$ cat config.mk
export PLATFORM = sky130hd
export DESIGN_NAME = snk_sound_cmd_latch
export DESIGN_NICKNAME = d
export VERILOG_FILES = /design/src/rtl/snk_snd_pkg.sv /design/src/rtl/snk_strobe_edge.sv /design/src/rtl/snk_sound_cmd_latch.sv
export SDC_FILE = /design/constraint.sdc
export NUM_CORES = 1
export LEC_CHECK = 0
export CAP_MARGIN = 20
export CORE_UTILIZATION = 26
export DETAILED_ROUTE_END_ITERATION = 16
export SLEW_MARGIN = 10
export SYNTH_ARGS = -nofsm -noshare
export SYNTH_HDL_FRONTEND = slang
export SYNTH_SLANG_ARGS = --single-unit
$ cat constraint.sdc
create_clock -name Clk -period 2.6 [get_ports Clk]
set_input_delay 0.26 -clock Clk [delete_from_list [all_inputs] [get_ports Clk]]
set_output_delay 0.26 -clock Clk [all_outputs]
set_load 0.02 [all_outputs]
$ cat src/rtl/snk_snd_pkg.sv
// Shared types and defaults for the SNK main-to-sound command channel.
// Contents:
//   cmd_t           8-bit command byte
//   NMI_PULSE_DEF   default NMI low width in clock cycles
//   FIFO_DEPTH_DEF  default command FIFO depth (SND_CMD_FIFO_EN builds only)
//   ptr_w()         FIFO index width for a given depth, without the wrap bit
package snk_snd_pkg;

    typedef logic [7:0] cmd_t;

    localparam int NMI_PULSE_DEF  = 16;
    localparam int FIFO_DEPTH_DEF = 4;

    function automatic int ptr_w(input int depth);
        return $clog2(depth);
    endfunction

endpackage

$ cat src/rtl/snk_strobe_edge.sv
// Rising-edge detector for an active-low bus strobe, qualified by the bus clock enable.
// Ports:
//   Clk     in  system clock
//   RESETn  in  asynchronous active-low reset
//   Cen     in  bus clock enable; the strobe is only sampled when high
//   STBn    in  active-low strobe
//   EDGE    out one-cycle pulse: strobe seen high now after a low sample
// The history flop resets to 1, so a strobe held low through reset release
// produces no edge until it has been sampled low at least once.
module snk_strobe_edge (
    input  logic Clk,
    input  logic RESETn,
    input  logic Cen,
    input  logic STBn,
    output logic EDGE
);

    logic prev_q;
    logic prev_d;

    // Next value of the strobe history: only advances on enabled bus cycles.
    always_comb begin
        if (Cen) begin
            prev_d = STBn;
        end else begin
            prev_d = prev_q;
        end
    end

    // Strobe history register.
    always_ff @(posedge Clk or negedge RESETn) begin
        if (!RESETn) begin
            prev_q <= 1'b1;
        end else begin
            prev_q <= prev_d;
        end
    end

    assign EDGE = Cen & STBn & ~prev_q;

endmodule

$ cat src/rtl/snk_sound_cmd_latch.sv
// Main-CPU -> sound-CPU command channel of the SNK board core.
// A rising edge of the main-CPU write strobe captures a command byte, flags it
// pending and fires a fixed-width NMI at the sound CPU; a sound-CPU read edge
// clears pending. Writes that find no free slot raise a sticky overrun flag.
// Build option:
//   SND_CMD_FIFO_EN  undefined: single LS273-style register (board-accurate)
//                    defined:   FIFO_DEPTH-entry command FIFO
// Ports:
//   Clk       in   system clock
//   RESETn    in   asynchronous active-low reset
//   Cen       in   bus clock enable for strobe sampling
//   MAIN_WRn  in   main-CPU command write strobe, active-low
//   MAIN_D    in   main-CPU data bus
//   SND_RDn   in   sound-CPU command read strobe, active-low
//   SND_CLRn  in   sound-CPU clear of pending/overrun, active-low level
//   SND_Q     out  command byte presented to the sound CPU
//   SND_NMIn  out  sound-CPU NMI, active-low
//   PENDING   out  unread command present
//   OVERRUN   out  sticky: a write found no free slot
module snk_sound_cmd_latch
    import snk_snd_pkg::*;
#(
    parameter int NMI_PULSE = NMI_PULSE_DEF
`ifdef SND_CMD_FIFO_EN
    ,
    parameter int FIFO_DEPTH = FIFO_DEPTH_DEF
`endif
) (
    input  logic       Clk,
    input  logic       RESETn,
    input  logic       Cen,
    input  logic       MAIN_WRn,
    input  logic [7:0] MAIN_D,
    input  logic       SND_RDn,
    input  logic       SND_CLRn,
    output logic [7:0] SND_Q,
    output logic       SND_NMIn,
    output logic       PENDING,
    output logic       OVERRUN
);

    localparam int CW = $clog2(NMI_PULSE + 1);

    logic          wr_edge_s;
    logic          rd_edge_s;
    logic          wr_accept_s;
    cmd_t          snd_q_q,   snd_q_d;
    logic          pending_q, pending_d;
    logic          overrun_q, overrun_d;
    logic [CW-1:0] cnt_q,     cnt_d;
    logic          nmi_n_q,   nmi_n_d;

    snk_strobe_edge u_wr_edge (
        .Clk    (Clk),
        .RESETn (RESETn),
        .Cen    (Cen),
        .STBn   (MAIN_WRn),
        .EDGE   (wr_edge_s)
    );

    snk_strobe_edge u_rd_edge (
        .Clk    (Clk),
        .RESETn (RESETn),
        .Cen    (Cen),
        .STBn   (SND_RDn),
        .EDGE   (rd_edge_s)
    );

`ifdef SND_CMD_FIFO_EN
    localparam int PW = ptr_w(FIFO_DEPTH);

    // Pointers carry one extra wrap bit so full and empty are distinguishable.
    logic [PW:0] wr_ptr_q, wr_ptr_d;
    logic [PW:0] rd_ptr_q, rd_ptr_d;
    cmd_t        mem_q [FIFO_DEPTH];
    logic        empty_s;
    logic        full_s;
    logic        pop_s;
    logic        push_s;

    assign empty_s = (wr_ptr_q == rd_ptr_q);
    assign full_s  = (wr_ptr_q[PW] != rd_ptr_q[PW]) &&
                     (wr_ptr_q[PW-1:0] == rd_ptr_q[PW-1:0]);
    // A clear empties the FIFO, so a pop in the same cycle is moot and a push always fits.
    assign pop_s   = rd_edge_s && !empty_s && SND_CLRn;
    assign push_s  = wr_edge_s && (!full_s || pop_s || !SND_CLRn);

    // FIFO pointer, head-byte and flag next-state.
    always_comb begin
        wr_accept_s = push_s;

        if (!SND_CLRn) begin
            rd_ptr_d = wr_ptr_q;
        end else if (pop_s) begin
            rd_ptr_d = rd_ptr_q + (PW+1)'(1);
        end else begin
            rd_ptr_d = rd_ptr_q;
        end

        if (push_s) begin
            wr_ptr_d = wr_ptr_q + (PW+1)'(1);
        end else begin
            wr_ptr_d = wr_ptr_q;
        end

        // When the FIFO ends up empty the last presented byte is held; when the
        // new head is the slot being written this cycle, bypass the memory.
        if (wr_ptr_d == rd_ptr_d) begin
            snd_q_d = snd_q_q;
        end else if (push_s && (rd_ptr_d == wr_ptr_q)) begin
            snd_q_d = MAIN_D;
        end else begin
            snd_q_d = mem_q[rd_ptr_d[PW-1:0]];
        end

        pending_d = (wr_ptr_d != rd_ptr_d);

        if (!SND_CLRn) begin
            overrun_d = 1'b0;
        end else if (wr_edge_s && !push_s) begin
            overrun_d = 1'b1;
        end else begin
            overrun_d = overrun_q;
        end
    end

    // FIFO pointer registers.
    always_ff @(posedge Clk or negedge RESETn) begin
        if (!RESETn) begin
            wr_ptr_q <= '0;
            rd_ptr_q <= '0;
        end else begin
            wr_ptr_q <= wr_ptr_d;
            rd_ptr_q <= rd_ptr_d;
        end
    end

    // FIFO storage; contents are only meaningful between the pointers.
    always_ff @(posedge Clk) begin
        if (push_s) begin
            mem_q[wr_ptr_q[PW-1:0]] <= MAIN_D;
        end
    end
`else
    // Single-register next-state: a write always lands, overwriting unread data.
    always_comb begin
        wr_accept_s = wr_edge_s;

        if (wr_edge_s) begin
            snd_q_d = MAIN_D;
        end else begin
            snd_q_d = snd_q_q;
        end

        if (wr_edge_s) begin
            pending_d = 1'b1;
        end else if (rd_edge_s || !SND_CLRn) begin
            pending_d = 1'b0;
        end else begin
            pending_d = pending_q;
        end

        if (!SND_CLRn) begin
            overrun_d = 1'b0;
        end else if (wr_edge_s && pending_q) begin
            overrun_d = 1'b1;
        end else begin
            overrun_d = overrun_q;
        end
    end
`endif

    // NMI width counter: reloads on every accepted write, counts down to 0 and stops.
    // The NMI flop follows the counter's next value so it drops together with PENDING.
    always_comb begin
        if (wr_accept_s) begin
            cnt_d = CW'(NMI_PULSE);
        end else if (cnt_q != {CW{1'b0}}) begin
            cnt_d = cnt_q - CW'(1);
        end else begin
            cnt_d = cnt_q;
        end
        nmi_n_d = (cnt_d == {CW{1'b0}});
    end

    // Output and state registers.
    always_ff @(posedge Clk or negedge RESETn) begin
        if (!RESETn) begin
            snd_q_q   <= 8'h00;
            pending_q <= 1'b0;
            overrun_q <= 1'b0;
            cnt_q     <= {CW{1'b0}};
            nmi_n_q   <= 1'b1;
        end else begin
            snd_q_q   <= snd_q_d;
            pending_q <= pending_d;
            overrun_q <= overrun_d;
            cnt_q     <= cnt_d;
            nmi_n_q   <= nmi_n_d;
        end
    end

    assign SND_Q    = snd_q_q;
    assign SND_NMIn = nmi_n_q;
    assign PENDING  = pending_q;
    assign OVERRUN  = overrun_q;

endmodule

==> key figures, run 1 <==
Placed design
  • I/O Buffers: 24
  • Global placer's final weighted congestion: 0.7198
  • Detailed Place HPWL: 1099 microns

Die
  • Die width: 56.58 microns
  • CORE AREA: 2781 sq um
  • Chip Height: 56.58 microns
  • Total Die Area: 3201 sq um
  • Row count: 19
  • Starting Density: 0.2785
  • Top-Level Pins: 25

Worst setup path
  • CP delay by family, top: simple AND/OR/NAND/NOR gates
  • CP endpoint kind: register
  • WP buf/inv: 1
  • Worst r2r src: cnt_q[0]
  • Largest stage delay, worst path: 0.44 ns
  • Slowest-stage cell, CP: dfrtp_1
  • CP max FO: 5
  • Startpoint types: register
  • CP Class: reg -> reg
  • Crit path cell chain: inv_1 > ha_1 > nor3b_1 > or3b_1 > a2111oi_2
  • Critical Path AT: 1.91 ns
  • Data required time of the worst path: 2.80 ns
  • Crit. Startpoint: cnt_q[0]

Timing
  • Slew @ Worst Pin: 0.7878 ns
  • RSZ-0062 raised after global routing: false
  • Final hold vios: 0
  • Period utilisation layout: 0.6592
  • Slew HR: 0.4731
  • # setup viols final: 0
  • Skew final: 0.005152 ns
  • Max Freq: 583.5 MHz
  • Minimum clock period: 1.714 ns
  • Max-slew violations: 0
  • Post-route setup TNS: 0 ns

Drt
  • Detailed Route WL: 1481 microns
  • Via count: 614
  • Antenna viol nets, final: 0
  • Routed length per placed instance: 11.05 microns
  • 1st-pass router iterations: 4
  • # DRC: 0
  • Vias/cell: 4.582
  • Number of DRC markers in iteration 0: 17

Logic synthesis
  • Dominant cells by area after synthesis: dfrtp_1 48%, nand2_1 13%, dfstp_2 10%
  • Post-Syn Instances: 77
  • Synth Cell Area: 774.5 sq um
  • Syn Area/Cell: 10.06 sq um
  • Unique masters post-synth: 23
  • Syn_nets: 92
  • Leading area contributor after synthesis: dfrtp_1
  • Synth Register Bits: 18
  • Synth Warn #: 0
  • Sequential area share after synthesis: 0.5864
  • Synth top area share: 0.4847

Layout
  • Register Area: 454.2 sq um
  • Diodes inserted: 0
  • Filler Cells Inserted: 274
  • Most frequent cells in the layout: 27 x nand2_1, 24 x clkdlybuf4s50_1, 15 x dfrtp_1
  • Syn-to-layout area delta: 39.74%
  • Most common library cell in the layout ignoring fill and taps: nand2_1
  • Multi-input logic area: 297.8 sq um
  • Fin util: 0.3891
  • Nets@finish: 119
  • Share of cells above drive strength 1: 0.09709

Global routing
  • Global-route wire length before repair: 2635 microns
  • GRT busiest layer: met2
  • GRT Util Overall: 0.1085
  • Met1 Use GR: 0.1259
  • Vias in the first global route: 617
  • Initial antenna violation count: 0
  • Met2 Use GR: 0.1731
  • Met3 Use GR: 0.04378
  • Pin count of the biggest net entering global routing: 19
  • Gr ovfl total: 0

Clock tree
  • CTS tree: done
  • # hold bufs at CTS: 0
  • Post-CTS Setup Bufs: 0
  • Clock tree buffer depth: 2
  • Sink Count: 18
  • Root Buffer: clkbuf_4
  • Reg clk slew, reported paths: 0.10 ns
  • H-tree depth: 1
  • TritonCTS buffer count: 3
  • CTS resizes: 0
  • Worst skew pair latency: 0.29 ns

Pwr
  • Leakage: 0.4908 nW
  • Pwr Density: 881.3 nW/um^2
  • Peak VDD IR: 0.4680 mV

Outcome
  • Outcome: completed

Flow run
  • Max-cap violations: 0

Worst hold path
  • Hold WC Path Type: in -> async
stage by stage:
| step | hold WS [ns] | power (W) | instance area, sq um | cells | setup WS [ns] |
|---|---|---|---|---|---|
| detailed placement | 0.4667 | 0.0007916 | 1046 | 130 | 0.8939 |
| floorplan | -0.03559 | 0.0006539 | 774.5 | 77 | 0.9843 |
| CTS | 0.4400 | 0.0009682 | 1082 | 134 | 0.8763 |
| global route | 0.4689 | 0.001025 | 1082 | 134 | 0.7597 |
| finish | 0.4163 | 0.0009538 | 1082 | 134 | 0.8862 |
| global placement | 0.4566 | 0.0007763 | 1046 | 130 | 0.9464 |
cell families after synthesis:
kind of cell    synth area share
simple gates              0.2456
flops                     0.5864
compound gates           0.07431
buf+inv                  0.02908
xor+xnor                 0.03393
mux                      0.01454
fa+ha+maj                0.01615
cell usage after synthesis:
master / count
nand2_1: 27
dfrtp_1: 15
inv_1: 4
nor2_1: 4
dfstp_2: 3
xnor2_1: 3
a21oi_1: 2
clkbuf_1: 2
o211ai_1: 2
o21ai_0: 2
a2111oi_2: 1
a211oi_1: 1
and3b_1: 1
ha_1: 1
mux2_2: 1
nand3b_1: 1
nor2b_1: 1
nor3_1: 1
nor3b_1: 1
nor4b_1: 1
or2b_1: 1
or3b_1: 1
or4b_4: 1
registers in the layout, indices dropped and copies added (netlist names):
| register | cells |
|---|---|
| OVERRUN | 1 |
| PENDING | 1 |
| SND_NMIn | 1 |
| SND_Q | 8 |
| cnt_q | 5 |
| u_rd_edge.prev_q | 1 |
| u_wr_edge.prev_q | 1 |
final cells by class:
type,count,area share
flip-flops and latches,18,0.4197
repair buffers,24,0.2220
clock buffers,4,0.03353
inverters,4,0.01387
well taps,31,0.03584
multi-input cells,53,0.2751
layer usage:
metal / wire, microns / part of all wire
met1: 665 / 0.45
met2: 727 / 0.49
met3: 76 / 0.051
met5: 0 / 0
met4: 11 / 0.0074
power breakdown:
group	total, W	internal [W]	leakage, nW	switching, W
Sequential	0.000426	0.000359	0.218	0.0000662
Combinational	0.000360	0.000184	0.251	0.000175
Clock	0.000169	0.0000853	0.0210	0.0000834
Total	0.000954	0.000629	0.491	0.000325
final timing paths:
kind	slack, ns	end	depth (start not counted)
max reg2reg	0.89	SND_NMIn	5
max in group asynchronous	1.69	cnt_q[3]	1
min	0.42	SND_Q[6]	1
max	0.89	SND_NMIn	5
min reg2reg	0.47	SND_NMIn	1
min in group Clk	0.47	SND_NMIn	1
worst reg2reg max path, delay by kind of cell (launching register included):
kind | cells | cell delay (ns)
and+or+nand+nor | 2 | 0.54
DFF | 1 | 0.44
AOI/OAI and AO/OA | 1 | 0.35
adders and majority gates | 1 | 0.24
buffers and inverters | 1 | 0.06
No activity file was read; power rests on OpenSTA's default activity.
==> run 2, diff against run 1 <==
- clock period: 2.6 -> 1.45 ns (I/O delays scaled with it)
==> run 2 against run 1 <==
Compared with the run above: the flow now finishes with violations (setup timing); combinational power rose to 2.6 times the previous value; die area did not move; sequential power rose by 77%; hold slack got worse by 0.24 ns; setup slack got worse by 0.94 ns; global-route usage rose by 0.097 points; sequential cell count did not move; critical path depth did not move; critical path type unchanged.
==> key figures, run 2 (synthesized netlist as in run 1, its figures left out) <==
Worst setup path
  • Slowest-stage cell, CP: or3b_4 (was dfrtp_1)
  • Data required time of the worst path: 1.65 ns (was 2.80 ns)
  • WP buf/inv: 1 (unchanged)
  • Crit path cell chain: inv_2 > ha_4 > nor3b_2 > or3b_4 > a2111oi_4 (was inv_1 > ha_1 > nor3b_1 > or3b_1 > a2111oi_2)
  • CP delay by family, top: simple AND/OR/NAND/NOR gates (unchanged)
  • CP Class: reg -> reg (unchanged)
  • Startpoint types: register (unchanged)
  • Critical Path AT: 1.70 ns (was 1.91 ns)
  • CP endpoint kind: register (unchanged)
  • Largest stage delay, worst path: 0.39 ns (was 0.44 ns)
  • CP max FO: 4 (was 5)

Layout
  • Nets@finish: 127 (was 119)
  • Post-Layout Cell Count: 142 (was 134)
  • Diodes inserted: 0 (unchanged)
  • Fin util: 0.4345 (was 0.3891)
  • Syn-to-layout area delta: 56.06% (was 39.74%)
  • Most common library cell in the layout ignoring fill and taps: nand2_1 (unchanged)
  • Max reg flops: 8 (unchanged)
  • Most frequent cells in the layout: 26 x nand2_1, 15 x dfrtp_1, 14 x clkdlybuf4s50_1 (was 27 x nand2_1, 24 x clkdlybuf4s50_1, 15 x dfrtp_1)
  • Filler Cells Inserted: 256 (was 274)
  • Share of cells above drive strength 1: 0.2342 (was 0.09709)

Timing
  • Worst setup margin: -0.05613 ns (was 0.8862 ns)
  • Worst hold margin: 0.1721 ns (was 0.4163 ns)
  • Max-slew violations: 0 (unchanged)
  • Skew final: 0.008123 ns (was 0.005152 ns)
  • Slew @ Worst Pin: 0.3402 ns (was 0.7878 ns)
  • Max Freq: 664.0 MHz (was 583.5 MHz)
  • # setup viols final: 1 (was 0)
  • Final hold vios: 0 (unchanged)
  • Slew HR: 0.7732 (was 0.4731)
  • Period utilisation layout: 1.039 (was 0.6592)
  • RSZ-0062 raised after global routing: true (was false)
  • Minimum clock period: 1.506 ns (was 1.714 ns)

Placed design
  • Detailed Place HPWL: 1201 microns (was 1099 microns)
  • Inst Count DP: 138 (was 130)
  • I/O Buffers: 24 (unchanged)
  • Global placer's final weighted congestion: 0.6880 (was 0.7198)

Global routing
  • Vias in the first global route: 616 (was 617)
  • Met3 Use GR: 0.04147 (was 0.04378)
  • GRT busiest layer: met2 (unchanged)
  • Met2 Use GR: 0.1697 (was 0.1731)
  • GRT Util Overall: 0.1095 (was 0.1085)
  • Met1 Use GR: 0.1332 (was 0.1259)
  • Initial antenna violation count: 0 (unchanged)
  • Gr ovfl total: 0 (unchanged)
  • Pin count of the biggest net entering global routing: 19 (unchanged)
  • Global-route wire length before repair: 2628 microns (was 2635 microns)

Clock tree
  • TritonCTS buffer count: 3 (unchanged)
  • H-tree depth: 1 (unchanged)
  • Clock tree buffer depth: 2 (unchanged)
  • Worst skew pair latency: 0.29 ns (about the same)
  • Root Buffer: clkbuf_4 (unchanged)
  • # hold bufs at CTS: 0 (unchanged)
  • CTS tree: done (unchanged)
  • Reg clk slew, reported paths: 0.10 ns (about the same)
  • Sink Count: 18 (unchanged)

Drt
  • Routed length per placed instance: 11.44 microns (was 11.05 microns)
  • Detailed Route WL: 1625 microns (was 1481 microns)
  • Vias/cell: 4.521 (was 4.582)
  • 1st-pass router iterations: 3 (was 4)
  • # DRC: 0 (unchanged)
  • Number of DRC markers in iteration 0: 7 (was 17)
  • Antenna viol nets, final: 0 (unchanged)
  • Via count: 642 (was 614)

Die
  • CORE AREA: 2781 sq um (unchanged)
  • Top-Level Pins: 25 (unchanged)
  • Total Die Area: 3201 sq um (unchanged)
  • Die width: 56.58 microns (unchanged)
  • Starting Density: 0.2785 (unchanged)
  • Row count: 19 (unchanged)
  • Chip Height: 56.58 microns (unchanged)

Outcome
  • Outcome: complete, but fails checks (was completed)
  • Violated checks: setup timing

Pwr
  • Pwr Density: 1591 nW/um^2 (was 881.3 nW/um^2)
  • Comb pwr share: 0.480 (was 0.377)
  • Leakage: 0.6567 nW (was 0.4908 nW)
  • Psw: 0.0006730 W (was 0.0003251 W)
  • Peak VDD IR: 0.9624 mV (was 0.4680 mV)
  • Pint: 0.001250 W (was 0.0006287 W)
  • Clock Power Share: 0.129 (was 0.177)
  • Switching Share: 0.3500 (was 0.3408)
  • Reg power frac: 0.391 (was 0.446)

Worst hold path
  • Hold WC Path Type: in -> async (unchanged)

Flow run
  • Max-cap violations: 0 (unchanged)
run 2: changes by cell type in the layout (fill, tap and decap cells not counted), sizes merged:
cell           previous run  this run
clkdlybuf4s50            24        14
dlymetal6s2s              0         9
buf                       0         8
dlygate4sd2               0         1
run 2: power groups by stage:
stage               registers, W  logic (W)  clock network (W)
detailed placement      0.000751   0.000776                  0
global placement        0.000747   0.000767                  0
floorplan               0.000820   0.000359                  0
CTS                     0.000745   0.000816           0.000263
global route            0.000773   0.000994           0.000295
finish                  0.000752   0.000922           0.000248
run 2: area by class of cell:
class | count | area [sq um] | area share
timing repair buffer | 32 | 321.6 | 0.2660
inverter | 4 | 15.01 | 0.01242
sequential | 18 | 454.2 | 0.3758
multi-input combinational | 53 | 352.8 | 0.2919
tap | 31 | 38.79 | 0.03209
clock buffer | 4 | 26.28 | 0.02174
run 2: metrics by stage:
step | area, sq um | power (W) | worst slack (ns) | TNS (ns)
global placement | 1109 | 0.001514 | -0.03348 | -0.03348
finish | 1209 | 0.001923 | -0.05613 | -0.05613
global route | 1209 | 0.002062 | -0.1415 | -0.2419
CTS | 1151 | 0.001824 | -0.07992 | -0.1060
floorplan | 777.0 | 0.001179 | -0.07563 | -0.07563
detailed placement | 1109 | 0.001527 | -0.1090 | -0.1625
run 2: path summary, 6_finish.rpt:
path                                start                to  slack (ns)  cells past startpoint
max in group asynchronous          RESETn  u_wr_edge.prev_q        1.01                      2
worst max-delay path             cnt_q[0]          SND_NMIn       -0.06                      5
worst min-delay path               RESETn          SND_Q[3]        0.17                      2
min in group Clk                MAIN_D[0]          SND_Q[0]        0.38                      3
worst min register to register   SND_Q[5]          SND_Q[5]        0.48                      2
worst max register to register   cnt_q[0]          SND_NMIn       -0.06                      5
run 2: per-layer routing:
metal	share of wire	vias up
met5	0	-
met4	0.013	0
met2	0.48	12
met1	0.47	308
li1	-	320
met3	0.036	2
run 2: timing repair:
action | 4_1_cts | 5_1_grt
setup endpoints to repair | 4 | 14
endpoints found under the hold margin | 0 | 0
pin swaps | 2 | 2
buffers inserted | 0 | 0
gates resized for setup | 4 | 17
==> run 3, diff against run 2 <==
- DONT_BUFFER_PORTS: not set -> 1
- GPL_ROUTABILITY_DRIVEN: not set -> 0
==> run 3 against run 2 <==
Compared with the run above: the run still ends with setup timing left; largest power group is now registers; setup slack lost 0.016 ns; critical path type unchanged; hold slack lost 0.094 ns; critical path depth is the same; die area is the same; sequential power grew 11%; cell count shrank 9.9%; cell area shrank 14%.
==> key figures, run 3 (synthesized netlist as in run 1, its figures left out) <==
Drt
  • Detailed Route WL: 1597 microns (was 1625 microns)
  • Antenna viol nets, final: 0 (unchanged)
  • 1st-pass router iterations: 4 (was 3)
  • Number of DRC markers in iteration 0: 15 (was 7)
  • Routed length per placed instance: 12.48 microns (was 11.44 microns)
  • Via count: 587 (was 642)
  • # DRC: 0 (unchanged)
  • Vias/cell: 4.586 (was 4.521)

Timing
  • Worst setup margin: -0.07255 ns (was -0.05613 ns)
  • Final hold vios: 0 (unchanged)
  • Skew final: 0.0007734 ns (was 0.008123 ns)
  • Slew @ Worst Pin: 0.7830 ns (was 0.3402 ns)
  • Minimum clock period: 1.523 ns (was 1.506 ns)
  • Slew HR: 0.4763 (was 0.7732)
  • Max Freq: 656.8 MHz (was 664.0 MHz)
  • RSZ-0062 raised after global routing: true (unchanged)
  • # setup viols final: 3 (was 1)
  • Period utilisation layout: 1.050 (was 1.039)
  • Max-slew violations: 0 (unchanged)

Clock tree
  • CTS tree: done (unchanged)
  • Clock tree buffer depth: 2 (unchanged)
  • H-tree depth: 1 (unchanged)
  • Root Buffer: clkbuf_4 (unchanged)
  • TritonCTS buffer count: 3 (unchanged)
  • Worst skew pair latency: 0.29 ns (about the same)
  • Reg clk slew, reported paths: 0.10 ns (about the same)
  • Sink Count: 18 (unchanged)

Placed design
  • Detailed Place HPWL: 1035 microns (was 1201 microns)
  • Inst Count DP: 110 (was 138)
  • I/O Buffers: 0 (was 24)

Global routing
  • Met3 Use GR: 0.04378 (was 0.04147)
  • Initial antenna violation count: 0 (unchanged)
  • Vias in the first global route: 581 (was 616)
  • Met1 Use GR: 0.1443 (was 0.1332)
  • GRT Util Overall: 0.1074 (was 0.1095)
  • Met2 Use GR: 0.1563 (was 0.1697)
  • GRT busiest layer: met2 (unchanged)
  • Gr ovfl total: 0 (unchanged)
  • Global-route wire length before repair: 2573 microns (was 2628 microns)
  • Pin count of the biggest net entering global routing: 19 (unchanged)

Layout
  • Post-Layout Cell Count: 128 (was 142)
  • Max reg flops: 8 (unchanged)
  • Nets@finish: 113 (was 127)
  • Most frequent cells in the layout: 26 x nand2_1, 15 x dfrtp_1, 13 x dlygate4sd3_1 (was 26 x nand2_1, 15 x dfrtp_1, 14 x clkdlybuf4s50_1)
  • Filler Cells Inserted: 271 (was 256)
  • Most common library cell in the layout ignoring fill and taps: nand2_1 (unchanged)
  • Syn-to-layout area delta: 34.41% (was 56.06%)
  • Share of cells above drive strength 1: 0.2165 (was 0.2342)
  • Diodes inserted: 0 (unchanged)

Worst hold path
  • Hold WC Path Type: in -> reg (was in -> async)

Worst setup path
  • Startpoint types: register (unchanged)
  • Reg-to-reg endpoint: SND_NMIn (unchanged)
  • Critical Path AT: 1.72 ns (was 1.70 ns)
  • CP Class: reg -> reg (unchanged)
  • CP max FO: 4 (unchanged)
  • Crit. Startpoint: cnt_q[0] (unchanged)
  • CP endpoint kind: register (unchanged)
  • CP Capture Point: SND_NMIn (unchanged)
  • R2R cell count: 5 (unchanged)
  • Worst r2r src: cnt_q[0] (unchanged)
  • Worst R2R Setup Slack: -0.07 ns (was -0.06 ns)
  • Data required time of the worst path: 1.65 ns (about the same)

Pwr
  • Reg power frac: 0.463 (was 0.391)
  • Pwr Total: 0.001812 W (was 0.001923 W)
  • Comb pwr share: 0.370 (was 0.480)
  • Switching Share: 0.3476 (was 0.3500)
  • Psw: 0.0006297 W (was 0.0006730 W)
  • Pint: 0.001182 W (was 0.001250 W)
  • Clock Power Share: 0.168 (was 0.129)
  • Peak VDD IR: 1.076 mV (was 0.9624 mV)
  • Leakage: 0.4880 nW (was 0.6567 nW)
  • Pwr Density: 1740 nW/um^2 (was 1591 nW/um^2)

Die
  • Chip Height: 56.58 microns (unchanged)
  • Starting Density: 0.2785 (unchanged)
  • Row count: 19 (unchanged)
  • Die width: 56.58 microns (unchanged)
  • Top-Level Pins: 25 (unchanged)
  • CORE AREA: 2781 sq um (unchanged)
  • Total Die Area: 3201 sq um (unchanged)

Outcome
  • Violated checks: setup timing (unchanged)
  • Outcome: complete, but fails checks (unchanged)

Flow run
  • Max-cap violations: 0 (unchanged)
run 3: cell types whose count changed in the layout (fill, tap and decap cells not counted), sizes merged:
cell,delta
dlygate4sd3,+13
buf,-3
clkdlybuf4s50,-14
dlygate4sd2,-1
dlymetal6s2s,-9
run 3: cell type report:
class                      count  area, sq um  share of cell area
tap                           31        38.79             0.03726
clock buffer                   4        36.28             0.03486
inverter                       4        15.01             0.01442
sequential                    18        454.2              0.4363
multi-input combinational     53        329.1              0.3161
timing repair buffer          18        167.7              0.1611
run 3: critical path, cell delays in order (launching register included):
cell and delay, ns:
dfrtp_1 0.36, inv_1 0.05, ha_2 0.19, nor3b_4 0.15, or3b_1 0.38, a2111oi_2 0.30
run 3: metrics by stage:
| step | setup WS (ns) | TNS (ns) | hold WS [ns] | area (sq um) | utilization |
|---|---|---|---|---|---|
| detailed placement | -0.09247 | -0.1041 | -0.1503 | 838.3 | 0.3014 |
| floorplan | -0.07563 | -0.07563 | -0.1506 | 777.0 | - |
| global placement | -0.02587 | -0.02587 | -0.1502 | 838.3 | 0.3014 |
| CTS | -0.08738 | -0.1514 | 0.06704 | 1031 | 0.3707 |
| global route | -0.1192 | -0.3603 | 0.08999 | 1041 | 0.3743 |
| finish | -0.07255 | -0.1170 | 0.07860 | 1041 | 0.3743 |
run 3: worst min path at each step:
| stage | slack [ns] | cells after the start | from | endpoint |
|---|---|---|---|---|
| after floorplan | -0.15 | 0 | RESETn | OVERRUN |
| after global placement | -0.15 | 0 | RESETn | SND_Q[1] |
| after detailed placement | -0.15 | 0 | RESETn | SND_Q[1] |
| after CTS | 0.07 | 3 | SND_RDn | PENDING |
| after global routing | 0.09 | 3 | SND_RDn | PENDING |
| final | 0.08 | 3 | SND_RDn | PENDING |
run 3: what timing repair did:
action,CTS,global route
hold endpoints to repair,30,0
resized for setup,3,3
hold buffers,13,0
endpoints found under the setup margin,3,5
setup buffers,1,0
pin swaps,0,1
run 3: per-layer routing:
layer / wire (microns) / part of all wire
met1: 765 / 0.48
met2: 738 / 0.46
met3: 82 / 0.051
met4: 10 / 0.0063
met5: 0 / 0
run 3: power by group through the flow:
stage                     Sequential, W  Clock (W)  Combinational (W)
final                          0.000838   0.000304           0.000670
after global routing           0.000853   0.000335           0.000737
after CTS                      0.000837   0.000314           0.000643
after detailed placement       0.000834          0           0.000541
after global placement         0.000828          0           0.000525
after floorplan                0.000820          0           0.000359
